## config.mk

```make
export PLATFORM = sky130hd
export DESIGN_NAME = adel_imem_loader
export DESIGN_NICKNAME = d
export VERILOG_FILES = /design/src/rtl/adel_imem_loader.sv
export SDC_FILE = /design/constraint.sdc
export NUM_CORES = 2
export LEC_CHECK = 0
export ABC_AREA = 1
export CORE_ASPECT_RATIO = 0.9
export CORE_MARGIN = 10
export CORE_UTILIZATION = 40
export CTS_CLUSTER_SIZE = 8
export DETAILED_ROUTE_END_ITERATION = 10
export PLACE_DENSITY = 0.54
export SLEW_MARGIN = 30
export SYNTH_ARGS = -nofsm -noshare
export SYNTH_HDL_FRONTEND = slang
export SYNTH_SLANG_ARGS = --single-unit
```

## constraint.sdc

```tcl
create_clock -name clk -period 17.35 [get_ports clk]
set_input_delay 4.3375 -clock clk [delete_from_list [all_inputs] [get_ports clk]]
set_output_delay 4.3375 -clock clk [all_outputs]
set_load 0.05 [all_outputs]
```

## src/rtl/adel_imem_loader.sv

```systemverilog
`default_nettype none
// +----------------------------------------------------------------------------+
// | Module : adel_imem_loader                                                  |
// | Brief  : Byte-stream loader for the 256x16 adel instruction memory.        |
// |          Holds the core in reset until a program load finishes.            |
// | Rev    : 1.0  initial release                                              |
// +----------------------------------------------------------------------------+
module adel_imem_loader (
  input  logic        clk,
  input  logic        rst,
  input  logic        ld_start,
  input  logic        ld_valid,
  input  logic [7:0]  ld_data,
  input  logic        ld_last,
  output logic        ld_ready,
  input  logic [7:0]  pc,
  output logic [15:0] inst,
  output logic        core_nrst,
  output logic        load_done,
  output logic        load_err,
  output logic [8:0]  word_cnt
);

  localparam logic [1:0] c_ST_IDLE = 2'd0;
  localparam logic [1:0] c_ST_LO   = 2'd1;
  localparam logic [1:0] c_ST_HI   = 2'd2;
  localparam logic [1:0] c_ST_RUN  = 2'd3;
  localparam logic [8:0] c_WORDS   = 9'd256;

  logic [1:0]  r_state;
  logic [1:0]  w_state_nxt;
  logic [7:0]  r_lo;
  logic [8:0]  r_word_cnt;
  logic        r_err;
  logic        r_core_nrst;
  logic        r_load_done;
  logic [15:0] r_mem [0:255];

  logic        w_accept;
  logic        w_we;
  logic [15:0] w_wdata;

  always_ff @(posedge clk) begin
    if (rst) begin
      r_state <= c_ST_IDLE;
    end else begin
      r_state <= w_state_nxt;
    end
  end

  always_comb begin
    w_state_nxt = r_state;
    if (ld_start) begin
      w_state_nxt = c_ST_LO;
    end else begin
      case (r_state)
        c_ST_LO: begin
          if (w_accept) w_state_nxt = ld_last ? c_ST_RUN : c_ST_HI;
        end
        c_ST_HI: begin
          // The 256th word fills memory, so the load ends even without ld_last.
          if (w_accept)
            w_state_nxt = (ld_last || (r_word_cnt == c_WORDS - 9'd1)) ? c_ST_RUN : c_ST_LO;
        end
        default: w_state_nxt = r_state;
      endcase
    end
  end

  always_comb begin
    ld_ready = (r_state == c_ST_LO) || (r_state == c_ST_HI);
    w_accept = ld_valid && ld_ready && !ld_start && !rst;
    w_we     = w_accept && (r_word_cnt != c_WORDS) &&
               ((r_state == c_ST_HI) || ld_last);
    w_wdata  = (r_state == c_ST_HI) ? {ld_data, r_lo} : {8'h00, ld_data};
    inst     = (r_state == c_ST_RUN) ? r_mem[pc] : 16'h0000;
  end

  always_ff @(posedge clk) begin
    if (rst) begin
      r_lo        <= 8'h00;
      r_word_cnt  <= 9'd0;
      r_err       <= 1'b0;
      r_core_nrst <= 1'b0;
      r_load_done <= 1'b0;
    end else begin
      r_core_nrst <= (w_state_nxt == c_ST_RUN);
      r_load_done <= (w_state_nxt == c_ST_RUN);
      if (ld_start) begin
        r_word_cnt <= 9'd0;
        r_err      <= 1'b0;
      end else if (w_we) begin
        r_word_cnt <= r_word_cnt + 9'd1;
        if (r_state == c_ST_LO) r_err <= 1'b1;
      end
      if (w_accept && (r_state == c_ST_LO)) r_lo <= ld_data;
    end
  end

  // Memory has no reset: contents survive rst and ld_start.
  always_ff @(posedge clk) begin
    if (w_we) r_mem[r_word_cnt[7:0]] <= w_wdata;
  end

  assign core_nrst = r_core_nrst;
  assign load_done = r_load_done;
  assign load_err  = r_err;
  assign word_cnt  = r_word_cnt;

endmodule
`default_nettype wire

```

Word-level counts from Yosys, hierarchy flattened. Memories as Yosys holds them, arrays and structs flattened. Cells that the tools add are included.

Bits in writable memories: 4096. Output and inout bits: 29. Memories: 1. Word-level logic and storage cells: 36. Flip-flop bits (word level): 21. Bits of input ports: 21.

Reduce and logical (&&, ||, !) cells: 13. $add $sub $neg: 1. Equality and inequality tests: 6. Muxes and demuxes: 10.

Memories: r_mem (words 256, bits a word 16, read ports 1, clocked after memory_dff 0, write ports 1, line 37) `logic [15:0] r_mem [0:255];`.

Operators by type and width (number): 16-bit 2-to-1 mux (2); 9-bit by 1-bit adder with 9-bit output, second input constant (1); 9-bit by 8-bit == test with 1-bit output, second input constant (1); 9-bit != test, second input constant (1); 2-bit 2-to-1 mux (4); 2-bit == test, second input constant (3); 1-bit logical AND (6); 2-bit case mux with 2 select lines (1); 1-bit logical OR (3); 1-bit 2-to-1 mux (3); 2-bit by 1-bit == test with 1-bit output, second input constant (1); 1-bit zero test (2); 2-bit AND reduction (1); 2-bit OR reduction (1).

Depth between registers and ports, before layout.
Word-level depth: 9. Gate-level depth with buffers: 15.

Least setup slack after synthesis. Ideal clock, no wire load.

Path kind: reg-to-reg. Start point: register r_state[0]. End point: memory r_mem[0][0] (data pin). Setup time: 2189 ps. Clock period less this slack: 13185 ps. Stages on the path, launching flop included: 7. Arrival: 10996 ps. Setup slack: 4165 ps. Cell sequence: dfxtp_1 > inv_1 > ha_1 > buf_2 > clkinv_1 > clkbuf_1 > o21ai_0.

Longest elaborated chain between the ends: 2.

RTL lines: start, declared (line 30) `logic [1:0] r_state;`; start signal, assigned (line 45) `r_state <= c_ST_IDLE;`; start signal, assigned (line 47) `r_state <= w_state_nxt;`; 2-bit == test (line 75) `w_wdata = (r_state == c_ST_HI) ? {ld_data, r_lo} : {8'h00, ld_data};`; 16-bit 2-to-1 mux (line 75); via w_wdata[0] (line 41) `logic [15:0] w_wdata;`; end, declared (line 37).

The timed path passes the listed nets, and every way through them passes these cells.

Final worst setup path.
Start point: input port pc[1]. End point: output port inst[4].

Longest elaborated chain between the ends: 2.

RTL lines: start, declared (line 16) `input logic [7:0] pc,`; memory read 256 x 16 bit; 16-bit 2-to-1 mux (line 76) `inst = (r_state == c_ST_RUN) ? r_mem[pc] : 16'h0000;`; end, declared (line 17) `output logic [15:0] inst,`.

Every way passes these cells.

==> key figures <==
Synth
  – Share of synthesized registers carrying an async set or reset: 0%
  – Top FF cell, synth: edfxtp_1
  – Synth Warn #: 0
  – Sequential-to-total area share from yosys stat: 73.78%
  – Synth unique cells: 26
  – Post-Syn Instances: 13,752
  – Post-Syn Area: 0.1673 sq mm
  – Syn avg cell area: 12.16 sq um
  – Syn Nets: 13,781
  – Post-synth EDFFs: 4,096
  – Yosys reg bits: 4,117

Worst setup path
  – Worst EP required: about 13 ns
  – Startpoint Class: input port
  – Arr. time, crit path: 9.65 ns
  – Worst Setup End Kind: output pin
  – CP Class: in -> out
  – Max Fanout on Critical Path: between 50 and 60
  – Reg2reg setup slack: between 10 and 15 ns

Route
  – Via Count: 109,130
  – DRT Pass-1 Iters: 5
  – Drt drc: 0
  – Iter 0 DRT Violations: between 10,000 and 15,000
  – Antenna Nets Post-Route: 0
  – Via density: about 5.6
  – Routed WL: around 520,000 microns
  – Routed WL per cell: approximately 26 microns

STA
  – Final setup viols: 0
  – Fin crit period: 13.99 ns
  – Final hold slack: 0.5246 ns
  – RSZ-0062 raised after global routing: false
  – Fin. Hold Viols: 0
  – Worst Max-Slew Pin Slew: roughly 1.1 ns
  – Max-slew violation count: 0
  – TNS Setup: 0 ns
  – Final cycle utilization of the critical path: 80.63%
  – Slew headroom: 25.55%
  – Clock Skews: 0.05869 ns
  – Max Clock Freq: ~70 MHz

Floorplanning
  – CORE AREA: 0.4169 sq mm
  – Starting Density: between 40% and 50%
  – Row cnt: roughly 230
  – I/O pin cnt: 50
  – DIE HEIGHT: 633.5 microns
  – Die W: about 700 microns
  – Die ar.: approximately 0.44 sq mm

Global route
  – Initial antenna violation count: 24
  – Tot GR Track Use: between 20% and 30%
  – First-pass GRT wire length: 742,600 microns
  – Vias in the first global route: 101,314
  – Total gr overflow: 0
  – Largest net degree at the start of global routing: 176

Power
  – Power Density: 117.7 mW/mm^2
  – Peak supply drop: between 0.00008 and 0.00009 V
  – Leak Pwr: around 68 nW

Min path
  – HP Class: reg -> reg

CTS
  – Clk slew on worst S/H paths: about 0.050 ns
  – Post-CTS Hold Fix Bufs: 0
  – Max clock buf depth: 4
  – Skew-Pair Late Insertion Delay: 1.04 ns
  – CTS tree: done
  – Clock Sink Count: 4,117
  – # Post-CTS Setup Buffers: 0
  – Root Driver: clkbuf_16
  – CTS Buf Count: 585
  – H-Tree Depth: 6
  – Post-CTS sizing: 0

Layout
  – Synth-to-Final Area Change: 13.02%
  – # nets final: 13,904
  – Layout cell share with drive strength beyond 1: 8.237%

Placed design
  – Port bufs: just under 50
  – DPL Wire Length: 276,100 microns
  – Placer Congestion: 0.8015

Run status
  – Status: finished clean

Job
  – Max-cap violations: 0
==> state kept, by name (all words and copies together) (netlist names) <==
register	count
load_done	1
load_err	1
r_lo	8
r_mem	4096
r_state	2
word_cnt	9
==> cell families (layout without fill, tap and decap cells) <==
logic type	Yosys count	count (layout)	synth area share [%]
buffers and inverters	997	1207	3.737
other	0	10	0
flip-flops	4117	4117	73.78
AO/OA/AOI/OAI	161	161	0.5243
adder cells (fa/ha/maj)	8	8	0.05984
AND/OR/NAND/NOR	8469	8469	21.90
==> cell usage in the layout, fill, tap and decap left out, types with 2 or more instances in the layout <==
cell type / instances
inv_8: 10
dfxtp_1: 21
nor3_1: 4
o21ai_0: 71
edfxtp_1: 4096
buf_6: 5
diode_2: 10
a211oi_1: 9
nand3_4: 6
buf_12: 52
a21oi_1: 39
o21ai_4: 8
inv_16: 11
clkinv_1: 3
clkdlybuf4s50_1: 42
nand2_1: 4136
clkbuf_16: 596
nand2_2: 13
buf_8: 3
o22ai_1: 32
nor2_1: 420
clkinv_16: 14
nor2_4: 13
buf_4: 374
ha_1: 8
buf_16: 2
clkinv_8: 13
clkbuf_1: 29
nand3_1: 3862
inv_6: 11
nor2_2: 12
inv_1: 37
==> cell type report <==
class / instances / area, sq um
Multi-Input combinational cell: 8638 / 37950
Inverter: 54 / 326.6
Antenna cell: 10 / 25.02
Sequential cell: 4117 / 123400
Timing Repair Buffer: 479 / 4431
Tap cell: 5561 / 6958
Clock buffer: 625 / 15020
Clock inverter: 49 / 930.9
Fill cell: 37288 / 227900
==> synthesized netlist by cell type, types with 2 or more instances <==
cell type	n	area share, %
nand2_1	4149	9.3
a21oi_1	39	0.12
edfxtp_1	4096	74
buf_4	217	0.97
nor3_1	5	0.015
clkbuf_1	131	0.29
buf_8	2	0.018
inv_1	48	0.11
buf_2	347	1.0
buf_1	82	0.18
nand3_1	3868	12
a211oi_1	9	0.040
dfxtp_1	21	0.25
buf_6	164	1.1
ha_1	8	0.060
nor2_1	445	1.0
o22ai_1	32	0.12
o21ai_0	79	0.24
clkinv_1	2	0.0045
inv_2	2	0.0045
==> per-layer routing <==
metal | GRT usage [%] | vias up | routed length (microns)
met5 | 0 | - | 34
met4 | 6.575 | 4 | 14890
met3 | 3.534 | 750 | 43270
met2 | 34.20 | 4849 | 232100
met1 | 33.30 | 54446 | 226400
li1 | - | 49081 | -
==> stage by stage <==
step,cell area [sq um],total power [mW],std cells,setup slack [ns],util (%)
final,189100,22.24,19533,3.361,45.35
after floorplan,167300,11.83,13752,4.165,-
after global placement,172900,12.16,18847,3.495,41.48
after detailed placement,173100,12.17,18849,3.503,41.51
after CTS,189000,22.37,19523,3.488,45.34
after global routing,189000,22.85,19524,3.517,45.34
==> worst max-delay path, stage by stage <==
cell	delay (ns)
buf_8	0.37
buf_4	0.56
buf_4	0.70
o21ai_0	0.21
o22ai_1	0.21
nand2_1	0.08
nand3_1	0.10
nand2_1	0.06
nor2_1	0.32
nor2_1	0.26
nor2_1	0.55
nor2_1	0.36
nor2_1	0.45
clkdlybuf4s50_1	0.90
==> path summary, 6_finish.rpt <==
path                    startpoint                endpoint  cells past startpoint
max                          pc[1]                 inst[4]                     14
min           r_lo[7]$_SDFFE_PP0P_    r_lo[7]$_SDFFE_PP0P_                      2
max reg2reg  r_state[0]$_SDFF_PP0_  r_mem[48][6]$_DFFE_PP_                      7
min reg2reg   r_lo[7]$_SDFFE_PP0P_    r_lo[7]$_SDFFE_PP0P_                      2
==> power by group <==
group | internal, mW | leakage, nW | total (mW) | switching [mW]
clock network | 6.11 | 7.78 | 10.3 | 4.15
logic | 0.247 | 18.7 | 1.10 | 0.853
registers | 10.9 | 41.0 | 10.9 | 0.000389
Note: power is estimated with default switching activity, not from simulation.
